<file path="config.mk">
export PLATFORM = sky130hd
export DESIGN_NAME = booth2_share_ctrl_flat
export DESIGN_NICKNAME = d
export VERILOG_FILES = /design/src/rtl/booth2_share_ctrl_if.sv /design/src/rtl/booth2_share_ctrl.sv /design/src/flat_wrapper.sv
export SDC_FILE = /design/constraint.sdc
export NUM_CORES = 1
export LEC_CHECK = 0
export ABC_CLOCK_PERIOD_IN_PS = 2800
export BUFFER_PORTS_ARGS = -buffer_cell sky130_fd_sc_hd__buf_2
export CORE_AREA = 2 2 182 184
export CTS_CLUSTER_DIAMETER = 40
export DETAILED_ROUTE_END_ITERATION = 10
export DIE_AREA = 0 0 184 186
export GPL_ROUTABILITY_DRIVEN = 0
export HOLD_SLACK_MARGIN = 0.02
export PLACE_DENSITY = 0.5
export SLEW_MARGIN = 20
export SYNTH_ARGS = -nofsm -noshare
export SYNTH_HDL_FRONTEND = slang
export SYNTH_SLANG_ARGS = --single-unit
</file>
<file path="constraint.sdc">
create_clock -name clk -period 2.8 [get_ports clk]
set_clock_uncertainty 0.2 [all_clocks]
set_input_delay 0.28 -clock clk [delete_from_list [all_inputs] [get_ports clk]]
set_output_delay 0.28 -clock clk [all_outputs]
set_load 0.01 [all_outputs]
</file>
<file path="src/rtl/booth2_share_ctrl_if.sv">
// Bundle of request, multiplier and response channels around the shared Booth2 multiplier.
// slave is the arbiter side; master is the client/multiplier side.
interface booth2_share_ctrl_if #(
  parameter int N_REQ = 4,
  parameter int WIDTH = 32,
  parameter int ID_W  = 2
);
  logic [N_REQ-1:0]         req_valid;
  logic [N_REQ-1:0]         req_ready;
  logic [N_REQ*WIDTH-1:0]   req_x;
  logic [N_REQ*WIDTH-1:0]   req_y;
  logic signed [WIDTH-1:0]  mul_x;
  logic signed [WIDTH-1:0]  mul_y;
  logic signed [2*WIDTH-1:0] mul_p;
  logic                     resp_valid;
  logic                     resp_ready;
  logic signed [2*WIDTH-1:0] resp_data;
  logic [ID_W-1:0]          resp_id;

  modport slave (
    input  req_valid, req_x, req_y, mul_p, resp_ready,
    output req_ready, mul_x, mul_y, resp_valid, resp_data, resp_id
  );

  modport master (
    output req_valid, req_x, req_y, mul_p, resp_ready,
    input  req_ready, mul_x, mul_y, resp_valid, resp_data, resp_id
  );
endinterface

</file>
<file path="src/rtl/booth2_share_ctrl.sv">
// Round-robin time-sharing of one combinational Booth2 multiplier among N_REQ requesters.
// Operands are registered, the product is sampled SETTLE cycles later and returned with its owner's ID.
module booth2_share_ctrl #(
  parameter int N_REQ  = 4,
  parameter int WIDTH  = 32,
  parameter int SETTLE = 2,
  parameter int ID_W   = 2
) (
  input  logic                clk,
  input  logic                rst_n,
  booth2_share_ctrl_if.slave  bus,
  output logic                busy
);

  localparam int CNT_W = (SETTLE > 1) ? $clog2(SETTLE) : 1;

  typedef enum logic [1:0] {
    IDLE = 2'd0,
    WAIT = 2'd1,
    DONE = 2'd2
  } state_t;

  state_t                  state_q, state_d;
  logic [ID_W-1:0]         ptr_q;
  logic [ID_W-1:0]         ptr_next;
  logic [ID_W-1:0]         gnt_idx;
  logic                    gnt_found;
  logic [CNT_W-1:0]        cnt_q;
  logic                    accept;
  logic signed [WIDTH-1:0] sel_x;
  logic signed [WIDTH-1:0] sel_y;

  // Scan from ptr upward (mod N_REQ); the lowest offset with a valid request wins.
  function automatic logic [ID_W:0] rr_pick(input logic [N_REQ-1:0] valid,
                                            input logic [ID_W-1:0]  ptr);
    logic [ID_W:0]   pick;
    logic [ID_W-1:0] sel;
    int              idx;
    pick = '0;
    for (int k = N_REQ - 1; k >= 0; k--) begin
      idx = (int'(ptr) + k) % N_REQ;
      sel = ID_W'(idx);
      if (valid[sel]) pick = {1'b1, sel};
    end
    return pick;
  endfunction

  always_comb begin
    {gnt_found, gnt_idx} = rr_pick(bus.req_valid, ptr_q);
    accept        = (state_q == IDLE) && gnt_found;
    bus.req_ready = accept ? (N_REQ'(1) << gnt_idx) : '0;
    busy          = (state_q != IDLE);
    ptr_next      = (gnt_idx == ID_W'(N_REQ - 1)) ? '0 : gnt_idx + 1'b1;
  end

  always_comb begin
    sel_x = '0;
    sel_y = '0;
    for (int i = 0; i < N_REQ; i++) begin
      if (gnt_idx == ID_W'(i)) begin
        sel_x = bus.req_x[i*WIDTH +: WIDTH];
        sel_y = bus.req_y[i*WIDTH +: WIDTH];
      end
    end
  end

  always_comb begin
    state_d = state_q;
    case (state_q)
      IDLE:    if (accept) state_d = WAIT;
      WAIT:    if (cnt_q == '0) state_d = DONE;
      DONE:    if (bus.resp_ready) state_d = IDLE;
      default: state_d = IDLE;
    endcase
  end

  always_ff @(posedge clk) begin
    if (!rst_n) state_q <= IDLE;
    else        state_q <= state_d;
  end

  // Stage boundary: accept registers operands, WAIT counts down Booth2 settling, DONE holds the result.
  always_ff @(posedge clk) begin
    if (!rst_n) begin
      ptr_q          <= '0;
      cnt_q          <= '0;
      bus.mul_x      <= '0;
      bus.mul_y      <= '0;
      bus.resp_valid <= 1'b0;
      bus.resp_data  <= '0;
      bus.resp_id    <= '0;
    end else begin
      if (accept) begin
        bus.mul_x   <= sel_x;
        bus.mul_y   <= sel_y;
        bus.resp_id <= gnt_idx;
        ptr_q       <= ptr_next;
        cnt_q       <= CNT_W'(SETTLE - 1);
      end
      if (state_q == WAIT) begin
        if (cnt_q == '0) begin
          bus.resp_data  <= bus.mul_p;
          bus.resp_valid <= 1'b1;
        end else begin
          cnt_q <= cnt_q - 1'b1;
        end
      end
      if ((state_q == DONE) && bus.resp_ready) bus.resp_valid <= 1'b0;
    end
  end

endmodule

</file>
<file path="src/flat_wrapper.sv">
// flat-port wrapper written by rule: the top's interface ports become plain ports
module booth2_share_ctrl_flat 
#(
  parameter int N_REQ  = 4,
  parameter int WIDTH  = 32,
  parameter int SETTLE = 2,
  parameter int ID_W   = 2
)
  (clk, rst_n, busy, bus_req_valid, bus_req_x, bus_req_y, bus_mul_p, bus_resp_ready, bus_req_ready, bus_mul_x, bus_mul_y, bus_resp_valid, bus_resp_data, bus_resp_id);
  booth2_share_ctrl_if #(.N_REQ(N_REQ), .WIDTH(WIDTH), .ID_W(ID_W)) bus_i ();
  input  logic clk;
  input  logic rst_n;
  output logic busy;
  input wire logic [$bits(bus_i.req_valid)-1:0] bus_req_valid;
  input wire logic [$bits(bus_i.req_x)-1:0] bus_req_x;
  input wire logic [$bits(bus_i.req_y)-1:0] bus_req_y;
  input wire logic [$bits(bus_i.mul_p)-1:0] bus_mul_p;
  input wire logic [$bits(bus_i.resp_ready)-1:0] bus_resp_ready;
  output wire logic [$bits(bus_i.req_ready)-1:0] bus_req_ready;
  output wire logic [$bits(bus_i.mul_x)-1:0] bus_mul_x;
  output wire logic [$bits(bus_i.mul_y)-1:0] bus_mul_y;
  output wire logic [$bits(bus_i.resp_valid)-1:0] bus_resp_valid;
  output wire logic [$bits(bus_i.resp_data)-1:0] bus_resp_data;
  output wire logic [$bits(bus_i.resp_id)-1:0] bus_resp_id;
  assign bus_i.req_valid = bus_req_valid;
  assign bus_i.req_x = bus_req_x;
  assign bus_i.req_y = bus_req_y;
  assign bus_i.mul_p = bus_mul_p;
  assign bus_i.resp_ready = bus_resp_ready;
  assign bus_req_ready = bus_i.req_ready;
  assign bus_mul_x = bus_i.mul_x;
  assign bus_mul_y = bus_i.mul_y;
  assign bus_resp_valid = bus_i.resp_valid;
  assign bus_resp_data = bus_i.resp_data;
  assign bus_resp_id = bus_i.resp_id;
  booth2_share_ctrl #(.N_REQ(N_REQ), .WIDTH(WIDTH), .SETTLE(SETTLE), .ID_W(ID_W)) u_core (.clk(clk), .rst_n(rst_n), .bus(bus_i), .busy(busy));
endmodule
</file>
* Word level (Yosys, flattened, before mapping)
Cells that the tools add are included.
Word-level totals: register bits after elaboration 136, bits in latches 0, memory bits (writable) 0, bits in read-only memories 0, bits of input ports 327, output and inout bits 136, logic and storage cells 65, memories kept 0
Operators by class: $add $sub $neg 5, multipliers 0, divide/modulo/power cells 0, $lt $le $gt $ge 4, equal/unequal tests 8, shift-type cells 1, multiplexer cells 29, bitwise gates (word level) 2, reductions and logical operators 8
Operators with widths (count):
- $mux W32 | 8
- $lt A2 B3 Y1 const B | 4
- $mux W3 | 4
- $bmux W1 S2 | 4
- $mux W2 | 4
- $mux W1 | 7
- $eq A2 B2 Y1 const B | 3
- $pmux W2 S3 | 1
- $add A2 B1 Y2 const B | 2
- $add A2 B2 Y2 const B | 2
- $eq A2 B1 Y1 const B | 2
- $logic_not A2 Y1 | 2
- $mux W4 | 1
- $ne A2 B2 Y1 const B | 2
- $shl A1 B2 Y4 const A | 1
- $reduce_and A3 Y1 | 1
- $logic_and A1 B1 Y1 | 2
- $ne A2 B1 Y1 const B | 1
- $not A1 Y1 | 2
- $reduce_and A2 Y1 | 1
- $reduce_bool A2 Y1 | 1
- $reduce_or A2 Y1 | 1
- $sub A1 B1 Y1 const B | 1

* Logic depth before layout (Yosys ltp)
word-level depth 12, gate-level depth with buffers 11, depth with buffers taken out 9

* Least setup slack after synthesis
Ideal clock, no wire load.
path kind input to register, from input bus_req_valid[2], to register u_core.bus.mul_y[10], setup time 74 ps, data arrival time 2079 ps, data required time 2526 ps, setup slack 447 ps, cell stages on the path 10, path buffers 2, cell sequence nor2b_1 a21boi_0 o32ai_1 ha_1 nor2b_1 buf_4 buf_6 a221oi_1 a211o_1 a31oi_1
On the way: cells in the longest elaborated chain, start to end 11, elaborated cells between the ends (all ways) 21, those cells by class eq/ne: 3; mux: 16; reduce/logical: 2
Ends and longest elaborated chain:
- start: declaration | RTL line flat_wrapper.sv:14 | input wire logic [$bits(bus_i.req_valid)-1:0] bus_req_valid;
- $bmux W1 S2 | RTL line booth2_share_ctrl.sv:43 | if (valid[sel]) pick = {1'b1, sel};
- $mux W1 (implied by the code) | RTL line booth2_share_ctrl.sv:43
- $mux W3 (3 in series) | RTL line booth2_share_ctrl.sv:43
- $mux W3 * | RTL line booth2_share_ctrl.sv:43
- $logic_not A2 Y1 | RTL line booth2_share_ctrl.sv:60 | if (gnt_idx == ID_W'(i)) begin
- $mux W32 (4 in series) | RTL line booth2_share_ctrl.sv:60
- end signal: assignment | RTL line booth2_share_ctrl.sv:95 | bus.mul_y <= sel_y;
- end: declaration | RTL line booth2_share_ctrl_if.sv:22 | output req_ready, mul_x, mul_y, resp_valid, resp_data, resp_id
Every way passes the cells marked *; elsewhere a longest branch is shown, timed or not. The select of a mux whose other input is x is not followed. A chain may end at the register's enable or synchronous reset.

* Final worst setup path
from register u_core.ptr_q[1], to output bus_req_ready[2]
On the way: cells in the longest elaborated chain, start to end 9, elaborated cells between the ends (all ways) 18, those cells by class add/sub: 3; shift: 1; mux: 13; reduce/logical: 1
Ends and longest elaborated chain:
- start: declaration | RTL line booth2_share_ctrl.sv:24 | logic [ID_W-1:0] ptr_q;
- start signal: assignment | RTL line booth2_share_ctrl.sv:97 | ptr_q <= ptr_next;
- $add A2 B2 Y2 | RTL line booth2_share_ctrl.sv:41 | idx = (int'(ptr) + k) % N_REQ;
- $bmux W1 S2 | RTL line booth2_share_ctrl.sv:43
- $mux W1 (implied by the code) | RTL line booth2_share_ctrl.sv:43
- $mux W3 (3 in series) | RTL line booth2_share_ctrl.sv:43
- $mux W3 * | RTL line booth2_share_ctrl.sv:43
- via u_core.gnt_idx[1] | RTL line booth2_share_ctrl.sv:26 | logic [ID_W-1:0] gnt_idx;
- $shl A1 B2 Y4 * | RTL line booth2_share_ctrl.sv:51 | bus.req_ready = accept ? (N_REQ'(1) << gnt_idx) : '0;
- $mux W4 * | RTL line booth2_share_ctrl.sv:51
- end: declaration | RTL line flat_wrapper.sv:19 | output wire logic [$bits(bus_i.req_ready)-1:0] bus_req_ready;
The timed path passes the listed nets; every way through them passes the cells marked *. The select of a mux whose other input is x is not followed.

==> impl_metrics.json <==
{
  "synth_fa_ha_area_share_pct": 0.758,
  "coreArea_um2": 32200,
  "syn_nets": 1177,
  "synth-compound-area-share_pct": 34.2,
  "cts_made_buffers": 17,
  "final_common_cell": "buf_2",
  "first_pass_iters": 5,
  "yosysWarnings": 0,
  "min_path_cells": 4,
  "final_nets": 1786,
  "synth-seq-area-share_pct": 41.3,
  "arrival_ps": 2190,
  "dieArea_um2": 34200,
  "clk-insertion-delay-late_ps": 420,
  "placed_cells": 1664,
  "drt_iter0_drc": 416,
  "synth.area.mux_share_pct": 0.152,
  "grt_overflow": 0,
  "r2r_slack_ps": 230,
  "clock.fmax_mhz": 374,
  "max_cap_viol_count": 0,
  "grt_pass1_wl_um": 44700,
  "outcome": "complete, no violations",
  "start_kind": "register",
  "synthToLayoutAreaGrowth_pct": 78.9,
  "setup_tns_ps": 0,
  "drt-total-wl_um": 30600,
  "period_share_pct": 95.4,
  "grt_antenna_before_repair": 7,
  "p_leak_nw": 5.63,
  "rows": 66,
  "dp_hpwl_um": 21400,
  "max-clock-path-buffers": 2,
  "cts_sinks": 136,
  "cts_tree": "yes",
  "start_util_pct": 20.5,
  "power_mw": 7.76,
  "grt_max_degree": 81,
  "final_hold_viol_count": 0,
  "hold_path_class": "input pin to register",
  "regToRegEndpoint": "u_core.bus.mul_x[25]$_SDFFE_PN0P_",
  "critical_path_class": "register to output pin",
  "powerDensity_nw_per_um2": 657,
  "worstPathRequired_ps": 2320,
  "setup_violations": 0,
  "num_vias": 8692,
  "layout-drive-gt1-share_pct": 36.7,
  "synth_area_per_cell_um2": 7.80,
  "grt_util_all_layers_pct": 16.8,
  "period_minus_slack_ps": 2670,
  "die_height_um": 186,
  "critical_path.endpoint_type": "output pin",
  "synth_cell_types": 32,
  "crit_path_end": "bus_req_ready[2]",
  "rsz0062_at_grt": "no",
  "critPathLaunch": "u_core.ptr_q[1]$_SDFFE_PN0P_",
  "r2r_start": "u_core.ptr_q[1]$_SDFFE_PN0P_",
  "vias_per_cell": 4.63,
  "ios": 463,
  "worstRegToRegCells": 9,
  "vdd_drop_max_mv": 0.417,
  "synth-simple-area-share_pct": 13.3,
  "critPathMaxFanout": 15,
  "clk_pin_slew_ps": 70,
  "die_w_um": 184,
  "post_synth_xor_area_fraction_pct": 0,
  "routedWlPerCell_um": 16.3,
  "yosys_register_bits": 136,
  "slew_violations": 0,
  "h-tree-depth": 4,
  "layout_common_cells": "buf_2, nand2_1, dlygate4sd3_1",
  "grt_pass1_vias": 8474,
  "netlist_instances": 846,
  "instances_no_fill": 1877,
  "synth_top_family_by_area": "compound AO/OA/AOI/OAI gates",
  "io_buffers": 462,
  "worst_pin_slew_ps": 661,
  "synth_area_um2": 6600,
  "cts-root-buf": "clkbuf_16",
  "max_slew_margin_pct": 56.0,
  "drtAntennaViolNets": 0,
  "drc": 0
}
## state kept, by name (all words and copies together) (netlist names)
| register | flops |
|---|---|
| u_core.bus.mul_y | 32 |
| u_core.bus.resp_valid | 1 |
| u_core.bus.resp_id | 2 |
| u_core.bus.mul_x | 32 |
| u_core.bus.resp_data | 64 |
| u_core.state_q | 2 |
| u_core.ptr_q | 2 |
| u_core.cnt_q | 1 |
## worst min-delay path by stage
| stage | startpoint | to | slack [ps] |
|---|---|---|---|
| global route | bus_req_x[67] | u_core.bus.mul_x[3]$_SDFFE_PN0P_ | 50 |
| global placement | u_core.bus.resp_data[17]$_SDFFE_PN0P_ | u_core.bus.resp_data[17]$_SDFFE_PN0P_ | 240 |
| CTS | bus_req_x[67] | u_core.bus.mul_x[3]$_SDFFE_PN0P_ | 20 |
| finish | bus_req_x[67] | u_core.bus.mul_x[3]$_SDFFE_PN0P_ | 50 |
| detailed placement | u_core.bus.resp_data[17]$_SDFFE_PN0P_ | u_core.bus.resp_data[17]$_SDFFE_PN0P_ | 240 |
| floorplan | bus_mul_p[0] | u_core.bus.resp_data[0]$_SDFFE_PN0P_ | 220 |
## cells by family after synthesis
| kind of cell | count (synthesis) |
|---|---|
| AOI/OAI and AO/OA | 335 |
| and+or+nand+nor | 216 |
| buffers and inverters | 154 |
| DFF | 136 |
| adders and majority gates | 4 |
| muxes | 1 |
## timing repair
action / 4_1_cts / 5_1_grt
resized for setup: 0 / 0
hold buffers: 177 / 0
endpoints found under the setup margin: 0 / 1
hold endpoints to repair: 134 / 0
setup buffers: 0 / 3
## layer usage
layer	share of wire (%)	vias up	global-route usage, %
li1	-	4239	-
met1	40	3998	19.2
met2	50	392	29.8
met3	7.2	57	4.17
met4	3.1	6	7.01
met5	0.11	-	0
## critical path: stages (launching register included)
cell and delay (ps):
dfxtp_1 400, a21boi_0 110, o32ai_1 270, buf_4 180, inv_1 100, ha_4 250, buf_4 190, and2_1 130
buf_2 130
## per-stage QoR
step | util (%) | instance area [um2] | setup WS (ps) | hold slack [ps]
2_1_floorplan | - | 6600 | 447 | 216
3_3_place_gp | 29.2 | 9400 | 81.3 | 238
3_5_place_dp | 29.2 | 9400 | 60.5 | 243
4_1_cts | 36.6 | 11800 | 64.5 | 20.2
5_1_grt | 36.7 | 11800 | 4.21 | 47.4
6_report | 36.7 | 11800 | 128 | 48.7
## report_power, final
group	switching (mW)	total (mW)	internal, mW
Sequential	0.166	2.41	2.24
Clock	0.983	2.43	1.44
Combinational	1.55	2.92	1.37
Total	2.69	7.76	5.06
## synthesized netlist by cell type
library cell / n / area share [%]
a221oi_1: 63 / 8.4
a2111oi_0: 1 / 0.13
clkbuf_1: 37 / 2.1
o21ai_1: 50 / 3.8
or2_4: 1 / 0.13
nor2_4: 1 / 0.17
buf_1: 4 / 0.23
nor3b_1: 1 / 0.11
nand2_1: 195 / 11
a31oi_1: 64 / 6.1
o32ai_1: 1 / 0.13
mux2i_1: 1 / 0.15
dfxtp_1: 136 / 41
o21ai_0: 17 / 1.3
nor2_1: 4 / 0.23
o22ai_1: 3 / 0.28
inv_1: 69 / 3.9
and2_1: 4 / 0.38
a211o_1: 63 / 8.4
a22oi_1: 1 / 0.11
ha_1: 4 / 0.76
buf_2: 31 / 2.4
nor3_1: 2 / 0.15
buf_4: 7 / 0.80
nor4_4: 1 / 0.32
nor2b_1: 6 / 0.57
nand2b_1: 1 / 0.095
a21oi_1: 69 / 5.2
o221a_2: 1 / 0.17
o21bai_1: 1 / 0.11
buf_6: 6 / 1.0
a21boi_0: 1 / 0.11
## area by class of cell
| type | instances | area (um2) |
|---|---|---|
| Fill cell | 3336 | 20400 |
| Timing Repair Buffer | 675 | 4470 |
| Multi-Input combinational cell | 556 | 3230 |
| Sequential cell | 136 | 2720 |
| Tap cell | 408 | 510 |
| Clock buffer | 20 | 447 |
| Inverter | 69 | 259 |
| Clock inverter | 12 | 166 |
| Antenna cell | 1 | 2.50 |
Power figures use the tool's default switching activity.
